==> src/rtl/seq_divider.sv <==
// seq_divider: iterative radix-2 restoring divider, one quotient bit per cycle.
// Operands arrive on a valid/ready handshake. Quotient and remainder leave on a
// second valid/ready handshake. Only one operation is in flight at a time.
//
// Optional build macro: SEQ_DIVIDER_SIGNED_EN
//   Defined   : operands and results are two's complement. The quotient
//               truncates toward zero, and the remainder takes the dividend's sign.
//   Undefined : everything is unsigned and the sign logic is not built.
// A zero divisor gives quotient=all-ones, remainder=raw dividend and
// div_by_zero=1 in both modes.
module seq_divider #(
  parameter int WIDTH = 8
) (
  input  logic             clk,
  input  logic             rst_n,
  input  logic             in_valid,
  output logic             in_ready,
  input  logic [WIDTH-1:0] dividend,
  input  logic [WIDTH-1:0] divisor,
  output logic             out_valid,
  input  logic             out_ready,
  output logic [WIDTH-1:0] quotient,
  output logic [WIDTH-1:0] remainder,
  output logic             div_by_zero
);

  localparam int CNT_W = (WIDTH > 2) ? $clog2(WIDTH) : 1;

  typedef enum logic [1:0] {IDLE, CALC, DONE} state_t;

  state_t state, state_next;

  logic                    accept;
  logic                    last_iter;
  logic                    zero_div;
  logic [WIDTH-1:0]        rem_acc;
  logic [WIDTH-1:0]        quo_acc;
  logic [WIDTH-1:0]        dvsr;
  logic [CNT_W-1:0]        cnt;
  logic [WIDTH:0]          rem_shift;
  logic signed [WIDTH:0]   trial;
  logic [WIDTH-1:0]        rem_next;
  logic [WIDTH-1:0]        quo_next;
  logic [WIDTH-1:0]        mag_dividend;
  logic [WIDTH-1:0]        mag_divisor;
  logic [WIDTH-1:0]        quo_final;
  logic [WIDTH-1:0]        rem_final;

`ifdef SEQ_DIVIDER_SIGNED_EN
  logic neg_quo;
  logic neg_rem;

  // Absolute value. The most negative input maps to 2^(WIDTH-1), which still
  // fits as an unsigned magnitude.
  function automatic logic [WIDTH-1:0] magnitude(input logic signed [WIDTH-1:0] v);
    logic signed [WIDTH-1:0] n;
    n = -v;
    return v[WIDTH-1] ? WIDTH'(n) : WIDTH'(v);
  endfunction

  // Conditional two's-complement negation used for the sign fix-up.
  function automatic logic [WIDTH-1:0] negate_if(input logic [WIDTH-1:0] v, input logic neg);
    return neg ? (~v + WIDTH'(1)) : v;
  endfunction
`endif

  assign accept    = in_valid & in_ready;
  assign last_iter = (state == CALC) && (zero_div || (cnt == '0));

  // One restoring step: shift {R,Q} left and subtract the divisor on a trial basis.
  always_comb begin
    rem_shift = {rem_acc, quo_acc[WIDTH-1]};
    trial     = $signed(rem_shift - {1'b0, dvsr});
    quo_next  = {quo_acc[WIDTH-2:0], ~trial[WIDTH]};
    rem_next  = trial[WIDTH] ? rem_shift[WIDTH-1:0] : trial[WIDTH-1:0];
  end

  // Operand conditioning at accept and result sign fix-up at DONE entry.
  always_comb begin
`ifdef SEQ_DIVIDER_SIGNED_EN
    mag_dividend = magnitude(dividend);
    mag_divisor  = magnitude(divisor);
    quo_final    = negate_if(quo_next, neg_quo);
    rem_final    = negate_if(rem_next, neg_rem);
`else
    mag_dividend = dividend;
    mag_divisor  = divisor;
    quo_final    = quo_next;
    rem_final    = rem_next;
`endif
  end

  // State register.
  always_ff @(posedge clk or negedge rst_n) begin
    if (!rst_n) state <= IDLE;
    else        state <= state_next;
  end

  // Next-state logic.
  always_comb begin
    state_next = state;
    case (state)
      IDLE:    if (accept)                 state_next = CALC;
      CALC:    if (last_iter)              state_next = DONE;
      DONE:    if (out_valid && out_ready) state_next = IDLE;
      default:                             state_next = IDLE;
    endcase
  end

  // Handshake outputs decoded from state.
  always_comb begin
    in_ready  = (state == IDLE);
    out_valid = (state == DONE);
  end

  // Working registers. They are loaded at accept before use, so they have no reset.
  // A zero divisor keeps the raw dividend in the Q register for the remainder output.
  // That case then spends exactly one cycle in CALC, which gives the one-cycle latency.
  always_ff @(posedge clk) begin
    if (accept) begin
      rem_acc  <= '0;
      quo_acc  <= (divisor == '0) ? dividend : mag_dividend;
      dvsr     <= mag_divisor;
      cnt      <= CNT_W'(WIDTH - 1);
      zero_div <= (divisor == '0);
`ifdef SEQ_DIVIDER_SIGNED_EN
      neg_quo  <= dividend[WIDTH-1] ^ divisor[WIDTH-1];
      neg_rem  <= dividend[WIDTH-1];
`endif
    end else if (state == CALC) begin
      rem_acc  <= rem_next;
      quo_acc  <= quo_next;
      cnt      <= cnt - CNT_W'(1);
    end
  end

  // Result registers. They change only on the edge that enters DONE.
  always_ff @(posedge clk or negedge rst_n) begin
    if (!rst_n) begin
      quotient    <= '0;
      remainder   <= '0;
      div_by_zero <= 1'b0;
    end else if (last_iter) begin
      if (zero_div) begin
        quotient    <= '1;
        remainder   <= quo_acc;
        div_by_zero <= 1'b1;
      end else begin
        quotient    <= quo_final;
        remainder   <= rem_final;
        div_by_zero <= 1'b0;
      end
    end
  end

endmodule

==> config.mk <==
export PLATFORM = sky130hd
export DESIGN_NAME = seq_divider
export DESIGN_NICKNAME = d
export VERILOG_FILES = /design/src/rtl/seq_divider.sv
export SDC_FILE = /design/constraint.sdc
export NUM_CORES = 1
export LEC_CHECK = 0
export CAP_MARGIN = 40
export CORE_MARGIN = 2
export CORE_UTILIZATION = 35
export CTS_CLUSTER_DIAMETER = 60
export CTS_CLUSTER_SIZE = 30
export DETAILED_ROUTE_END_ITERATION = 7
export PLACE_DENSITY = 0.55
export SYNTH_ARGS = -nofsm -noshare
export SYNTH_HDL_FRONTEND = slang
export SYNTH_SLANG_ARGS = --single-unit
==> constraint.sdc <==
create_clock -name clk -period 5.26 [get_ports clk]
set_input_delay 0.526 -clock clk [delete_from_list [all_inputs] [get_ports clk]]
set_output_delay 0.526 -clock clk [all_outputs]
set_load 0.05 [all_outputs]
# [Word level (Yosys, flattened, before mapping)]
# Index checks and enable logic that the tools add are counted.
[word_totals] wordCells=36 in_bits=20 register_bits=47 out_inout_bits=19
[op_classes] bitwise_logic=2 reduce_logical=8 n_addsub=2 mux=10 eq_ne=5
[op_table] operator="8-bit 2-to-1 mux" n=5
[op_table] operator="9-bit by 8-bit subtractor with 9-bit output" n=1
[op_table] operator="8-bit logical NOT" n=1
[op_table] operator="2-bit 2-to-1 mux" n=3
[op_table] operator="2-bit case mux with 3 select lines" n=1
[op_table] operator="2-bit by 1-bit != test with 1-bit output, second input constant" n=2
[op_table] operator="3-bit logical NOT" n=1
[op_table] operator="3-bit AND reduction" n=1
[op_table] operator="3-bit by 1-bit subtractor with 3-bit output, second input constant" n=1
[op_table] operator="2-bit by 1-bit equality test with 1-bit output, second input constant" n=1
[op_table] operator="2-bit equality test, second input constant" n=1
[op_table] operator="1-bit logical AND" n=2
[op_table] operator="2-bit logical NOT" n=1
[op_table] operator="2-bit != test, second input constant" n=1
[op_table] operator="2-bit nonzero test" n=1
[op_table] operator="1-bit bitwise AND" n=1
[op_table] operator="1-bit logical OR" n=1
[op_table] operator="1-bit 2-to-1 mux" n=1
[op_table] operator="1-bit NOT" n=1

# [Depth between registers and ports, before layout]
[depth] ltp_word=5 mapped_depth=10 depth_no_buf=9

# [Worst setup path after synthesis]
# No wires, ideal clock.
[synth_path] kind="reg-to-reg" from="reg state[0]" to="reg quo_acc[0] (data pin)" setup_time_ns=0.280 synth_period_minus_slack_ns=2.426 t_arrival_ns=2.147 path_stages_with_launch=6 required_ns=4.980 setup_slack_ns=2.834 path_buffers=1 cell_sequence="dfrtp_1 > nor2_1 > nand2_1 > inv_2 > clkbuf_1 > o21ai_1"
[synth_between] elab_chain_len=3
[synth_rtl] element="start, declared" line_no="31" rtl="state_t state, state_next;"
[synth_rtl] element="start signal, assigned" line_no="96" rtl="else state <= state_next;"
[synth_rtl] element="2-bit logical NOT" line_no="112" rtl="in_ready = (state == IDLE);"
[synth_rtl] element="net in_ready" line_no="17" rtl="output logic in_ready,"
[synth_rtl] element="1-bit bitwise AND" line_no="67" rtl="assign accept = in_valid & in_ready;"
[synth_rtl] element="net accept" line_no="33" rtl="logic accept;"
[synth_rtl] element="8-bit 2-to-1 mux" line_no="120" rtl="if (accept) begin"
[synth_rtl] element="end signal, assigned" line_no="122" rtl="quo_acc <= (divisor == '0) ? dividend : mag_dividend;"
[synth_rtl] element="end signal, assigned" line_no="132" rtl="quo_acc <= quo_next;"
[synth_rtl] element="end, declared" line_no="37" rtl="logic [WIDTH-1:0] quo_acc;"
# The timed path passes the listed nets, and every way through them passes these cells.
# A chain may end at the register's enable or synchronous reset.

# [Worst setup path after layout]
[layout_path] from="reg quo_acc[7]" to="reg remainder[1]"
[layout_between] elab_chain_len=3
[layout_rtl] element="9-bit by 8-bit subtractor with 9-bit output" line_no="73" rtl="trial = $signed(rem_shift - {1'b0, dvsr});"
[layout_rtl] element="8-bit 2-to-1 mux" line_no="75" rtl="rem_next = trial[WIDTH] ? rem_shift[WIDTH-1:0] : trial[WIDTH-1:0];"
[layout_rtl] element="8-bit 2-to-1 mux" line_no="144" rtl="if (zero_div) begin"
[layout_rtl] element="end signal, assigned" line_no="146" rtl="remainder <= quo_acc;"
[layout_rtl] element="end signal, assigned" line_no="150" rtl="remainder <= rem_final;"
[layout_rtl] element="end, declared" line_no="23" rtl="output logic [WIDTH-1:0] remainder,"
# No other way between the ends.

==> impl_metrics.ini <==
[global_routing]
antenna_found_initial = 0
grt_usage_pct = 14.68
overflow = 0
grt_max_degree = 28
grt_pass1_wl_um = 8369
first_global_vias = 1751

[sta]
fmax_ghz = 0.3998
tightest_slew_ns = 0.6567
slew_violations = 0
whs_ns = 0.4628
clock_skew_ns = 0.007036
timing.setup.tns_ns = 0
timing.final.ws_setup_ns = 2.759
rsz0062_at_grt = no
setup_violations = 0
hold_viol = 0
fin_crit_ns = 2.501
maxSlewHeadroom_pct = 56.11
post-route-period-util_pct = 47.55

[detailed_routing]
wl_per_cell_um = 14.17
first_pass_iters = 6
vias_per_cell = 5.034
ant_nets = 0
first_iter_violations = 76
drc_errors = 3
num_vias = 1802
routed_wirelength_um = 5072

[clocking]
cts.sinks = 47
ctsHoldBuffers = 0
cts_tree = done
htree_levels = 2
cts_buffers = 5
clk_path_buf_depth = 2
cts_root_buf = clkbuf_8
clk_pin_slew_ns = 0.09
clkLatencyLatePin_ns = 0.30
cts_resized = 0
post_cts_buffers = 0

[power]
ir_worst_vdd_v = 0.0002690
p_leak_nw = 1.310
power_density_mw_per_mm2 = 688.7

[logic_synthesis]
ys_types = 40
syn_nets = 271
synthArstFlopShare_pct = 40.43
avgSynthCellArea_um2 = 9.770
ys.flop_type = dfrtp_1
ys_ff_latch = 47
synthesis.area_mm2 = 0.002345
ys_warn_count = 0
syn_inst = 240
seq_area_frac_synth_pct = 51.44
synth_enable_flop_cells = 17

[setup_path]
crit_chain = inv_2 -> ha_1 -> fa_1 -> nor2b_4 -> o2111ai_1 -> and3_1 -> a311o_4 -> mux2_4 -> a21oi_1
cp-end-kind = flip-flop
cp-start-kind = flip-flop
path_class = flip-flop to flip-flop
cp.required_ns = 5.49
crit_fanout = 13
slowest_stage = fa_1
critical-path-max-stage-delay_ns = 0.44
arrival_ns = 2.73
r2r_setup_slack_ns = 2.76

[floorplanning]
rows = 29
core_area_mm2 = 0.006422
die_width_um = 85.85
io_pins = 39
die_area_mm2 = 0.007370
start_util_pct = 36.51
dieHeight_um = 85.85

[hold_path]
min_path_type = flip-flop to flip-flop

[placed_design]
place_ws_ns = 2.754
hpwlAfterDp_um = 3781
portBuffers = 38
place.gp.congestion = 0.7931

[cells_and_area]
drive_gt1_share_pct = 8.897
nets = 311
antenna_cells = 0
syn2layout_area_growth_pct = 25.56

[outcome]
violations = DRC
status = complete, but fails checks

[flow_run]
maxCapViolCount = 0
## Yosys cell counts, types with 2 or more instances
cell type | number | area, um2
a21o_1 | 3 | 22.52
a21oi_1 | 15 | 75.07
a21oi_2 | 2 | 17.52
a31oi_1 | 3 | 18.77
and3_1 | 3 | 18.77
clkbuf_1 | 10 | 37.54
dfrtp_1 | 19 | 475.5
dfxtp_1 | 11 | 220.2
edfxtp_1 | 17 | 510.5
ha_1 | 10 | 125.1
inv_1 | 12 | 45.04
inv_2 | 2 | 7.510
mux2_4 | 2 | 30.03
mux2i_1 | 4 | 40.04
nand2_1 | 43 | 161.4
nand2b_1 | 3 | 18.77
nand3_1 | 7 | 35.03
nand3b_1 | 7 | 52.55
nor2_1 | 9 | 33.78
nor2b_1 | 3 | 18.77
o21ai_0 | 11 | 55.05
o21ai_1 | 21 | 105.1
or4_1 | 2 | 15.01
xnor2_1 | 3 | 26.28
xor2_1 | 3 | 26.28
## worst max-delay path: cells and delay by family (launching register included)
| kind | cells | cell delay (ns) |
|---|---|---|
| compound gates | 3 | 0.71 |
| fa+ha+maj | 2 | 0.66 |
| simple gates | 2 | 0.35 |
| flops | 1 | 0.34 |
| mux | 1 | 0.33 |
| buf+inv | 1 | 0.04 |
## placed cells by master (no fill, tap or decap), types with 4 or more instances in the layout
master and count:
a21oi_1 15, buf_4 4, clkbuf_8 7, clkdlybuf4s50_1 38
dfrtp_1 19, dfxtp_1 11, edfxtp_1 17, ha_1 10
inv_1 12, mux2i_1 4, nand2_1 43, nand3_1 7
nand3b_1 7, nor2_1 9, o21ai_0 11, o21ai_1 21
## worst paths after layout
| kind | from | cells past startpoint | endpoint |
|---|---|---|---|
| worst max-delay path | quo_acc[7] | 9 | remainder[1] |
| worst min-delay path | cnt[0] | 1 | cnt[0] |
| worst max register to register | quo_acc[7] | 9 | remainder[1] |
| worst min register to register | cnt[0] | 1 | cnt[0] |
| max in group asynchronous | rst_n | 2 | remainder[5] |
| min in group asynchronous | rst_n | 1 | remainder[3] |
## layer usage
layer  share of wire (%)  track usage [%]
met5                   0                0
met4                 1.6            6.349
met3                 3.5            3.176
met2                  47            23.15
met1                  48            19.50
## flip-flops by register name (all words and copies together) (netlist names)
register and flops:
cnt 3, state 2, quotient 8, quo_acc 8, dvsr 8, zero_div 1
div_by_zero 1, remainder 8, rem_acc 8
## power breakdown
group	switching (mW)	leakage, nW	internal, mW	total [mW]
Clock	0.123	0.0548	0.120	0.244
Sequential	0.111	0.490	0.563	0.674
Combinational	0.691	0.765	0.419	1.11
## cells by family after synthesis
| kind of cell | Yosys count | synth area share (%) |
|---|---|---|
| DFF | 47 | 51.44 |
| adders and majority gates | 11 | 6.190 |
| buffers and inverters | 25 | 4.322 |
| AOI/OAI and AO/OA | 64 | 16.38 |
| xor gates and xnor gates | 6 | 2.242 |
| muxes | 6 | 2.988 |
| and+or+nand+nor | 81 | 16.44 |
## per-stage QoR
step           instances  instance area, um2  power, mW  utilization (%)
4_1_cts              358                2944      2.057            45.84
2_1_floorplan        240                2345      1.469                -
6_report             358                2944      2.028            45.84
5_1_grt              358                2944      2.176            45.84
3_5_place_dp         350                2841      1.808            44.24
3_3_place_gp         347                2795      1.785            43.52
## layout make-up
type	count	area (um2)
clock inverters	1	6.256
well taps	77	96.34
multi-input cells	168	1037
inverters	14	52.55
clock buffers	7	96.34
fillers	636	3478
flip-flops and latches	47	1206
repair buffers	44	449.2
(Power assumes the default switching activity.)
==> RTL edit (same settings) <==
The parameter `WIDTH` goes from 8 to 16.
--- a/src/rtl/seq_divider.sv
+++ b/src/rtl/seq_divider.sv
@@ -10,5 +10,5 @@
 // div_by_zero=1 in both modes.
 module seq_divider #(
-  parameter int WIDTH = 8
+  parameter int WIDTH = 16
 ) (
   input  logic             clk,
Ports: changed (resized dividend, divisor, quotient and remainder); port bits go from 39 to 71. The function was not compared with the original's and may differ.
==> RTL edit against the original RTL <==
- largest power group unchanged
- wire length is 100% higher
- highest routed layer unchanged
- final area is 93% higher
- area after synthesis is 88% higher
- die area is 84% higher
- worst setup slack worse by 490 ps
- clock skew is 5.9 ps higher
- power is 100% higher
- critical path type unchanged
- sequential cell count is 41 higher
==> RTL edit: results (changes against the original RTL) <==
| Metric | Value |
|---|---|
| All-Layer GR Usage | `16.1% (+1.5 points)` |
| Reg2Reg Depth | `10 (+1)` |
| Outcome | `completed` |
| Async S/R FF share, synth | `39.8% (-0.65 points)` |
| Combinational power | `2.06 mW (+86%)` |
| Seq Cell Count | `88 (+87%)` |
| Final clock-cell share | `6.18% (+2.7 points)` |
| Unique masters post-synth | `50 (+25%)` |
| Critical-path top delay cell | `xor2_4` |
| Seq. pwr | `1.26 mW (+87%)` |
| Max layer used | `met4` |
| Sequential area share after synthesis | `51.4% (-0.080 points)` |
| Net Count, Synth | `501 (+85%)` |
| Met3 Use GR | `4.36% (+1.2 points)` |
| DR WL met3 | `638 um (+260%)` |
| Synth Area in XOR/XNOR | `3.40% (+1.2 points)` |
| Global-route wire length before repair | `16700 um (+99%)` |
| Place WS | `2300 ps (-456 ps)` |
| Worst Hold End | `quotient[14]$_DFFE_PN0P_` |
| DP HPWL | `7670 um (+100%)` |
| Final net count | `570 (+83%)` |
| Post-synth EDFFs | `33 (+16)` |
| Largest net degree at the start of global routing | `38 (+36%)` |
| H-tree depth | `3 (+1)` |
| Reg2reg start | `quo_acc[15]$_DFFE_PP_` |
| Routed vias/inst | `4.94 (-1.8%)` |
| Hold Crit Depth | `2 (+1)` |
| Syn-to-layout area delta | `28.4%` |
| Reg2Reg Capture Point | `remainder[3]$_DFFE_PN0P_` |
| Worst EP arrival | `3210 ps (+480 ps)` |
| M1 GR Usage | `21.9% (+2.4 points)` |
| Vias in the first global route | `3314 (+89%)` |
| Skew final | `13.0 ps (+5.92 ps)` |
| Met2 Routed Length | `4540 um (+91%)` |
| Clk Tree Root Cell | `clkbuf_16` |
| Crit path max fanout | `17 (+4)` |
| Top cells by area, synth | `edfxtp_1 22%, dfrtp_1 20%, dfxtp_1 9.1%` |
| Reg clk slew, reported paths | `70 ps (-20 ps)` |
| Non-clk invs | `22 (+8)` |
| Wire length per cell | `15.0 um (+5.6%)` |
| Hold Worst Slack | `479 ps (+16.7 ps)` |
| Final RePlAce weighted congestion | `0.835 (+5.2%)` |
| CP peak stage delay | `630 ps (+190 ps)` |
| Post-synthesis compound-gate area fraction | `15.8% (-0.59 points)` |
| Share of cells above drive strength 1 | `9.21% (+0.32 points)` |
| CTS Buf Count | `9 (+4)` |
| Clkbuf count | `9 (+2)` |
| Mapped Area | `4410 um2 (+88%)` |
| GRT met2 Usage | `25.2% (+2.0 points)` |
| Placed cells | `677 (+93%)` |
| Multi-input gates | `316 (+88%)` |
| Multi-input gate share of total cell area | `34.5% (-0.76 points)` |
| DRT iter0 DRCs | `133 (+75%)` |
| Hold path startpoint | `quotient[14]$_DFFE_PN0P_` |
| Seq area share | `40.0% (-0.98 points)` |
| Commonest cells in the netlist | `87 x nand2_1, 35 x dfrtp_1, 33 x edfxtp_1` |
| Met1 Wirelength | `5050 um (+110%)` |
| Peak VDD IR | `192 uV (-29%)` |
RTL edit: cell count changes after synthesis, sizes merged, moves of 9 or more:
cell / delta
mux2i: +9
nor2: +12
dfxtp: +9
nand3: +18
o22ai: +15
a21oi: +16
dfrtp: +16
nand2: +43
o21ai: +12
edfxtp: +16
RTL edit: worst max path at each step:
stage                                          end  depth (start not counted)             startpoint  slack (ps)
final                     remainder[3]$_DFFE_PN0P_                         10  quo_acc[15]$_DFFE_PP_        2270
after global routing      remainder[3]$_DFFE_PN0P_                         10  quo_acc[15]$_DFFE_PP_        2060
after CTS                 remainder[3]$_DFFE_PN0P_                         10  quo_acc[15]$_DFFE_PP_        2280
after detailed placement  remainder[3]$_DFFE_PN0P_                         10  quo_acc[15]$_DFFE_PP_        2300
after global placement    remainder[2]$_DFFE_PN0P_                         10  quo_acc[15]$_DFFE_PP_        2340
after floorplan                  dvsr[0]$_DFFE_PP_                          4   state[0]$_DFFE_PN0P_        2520
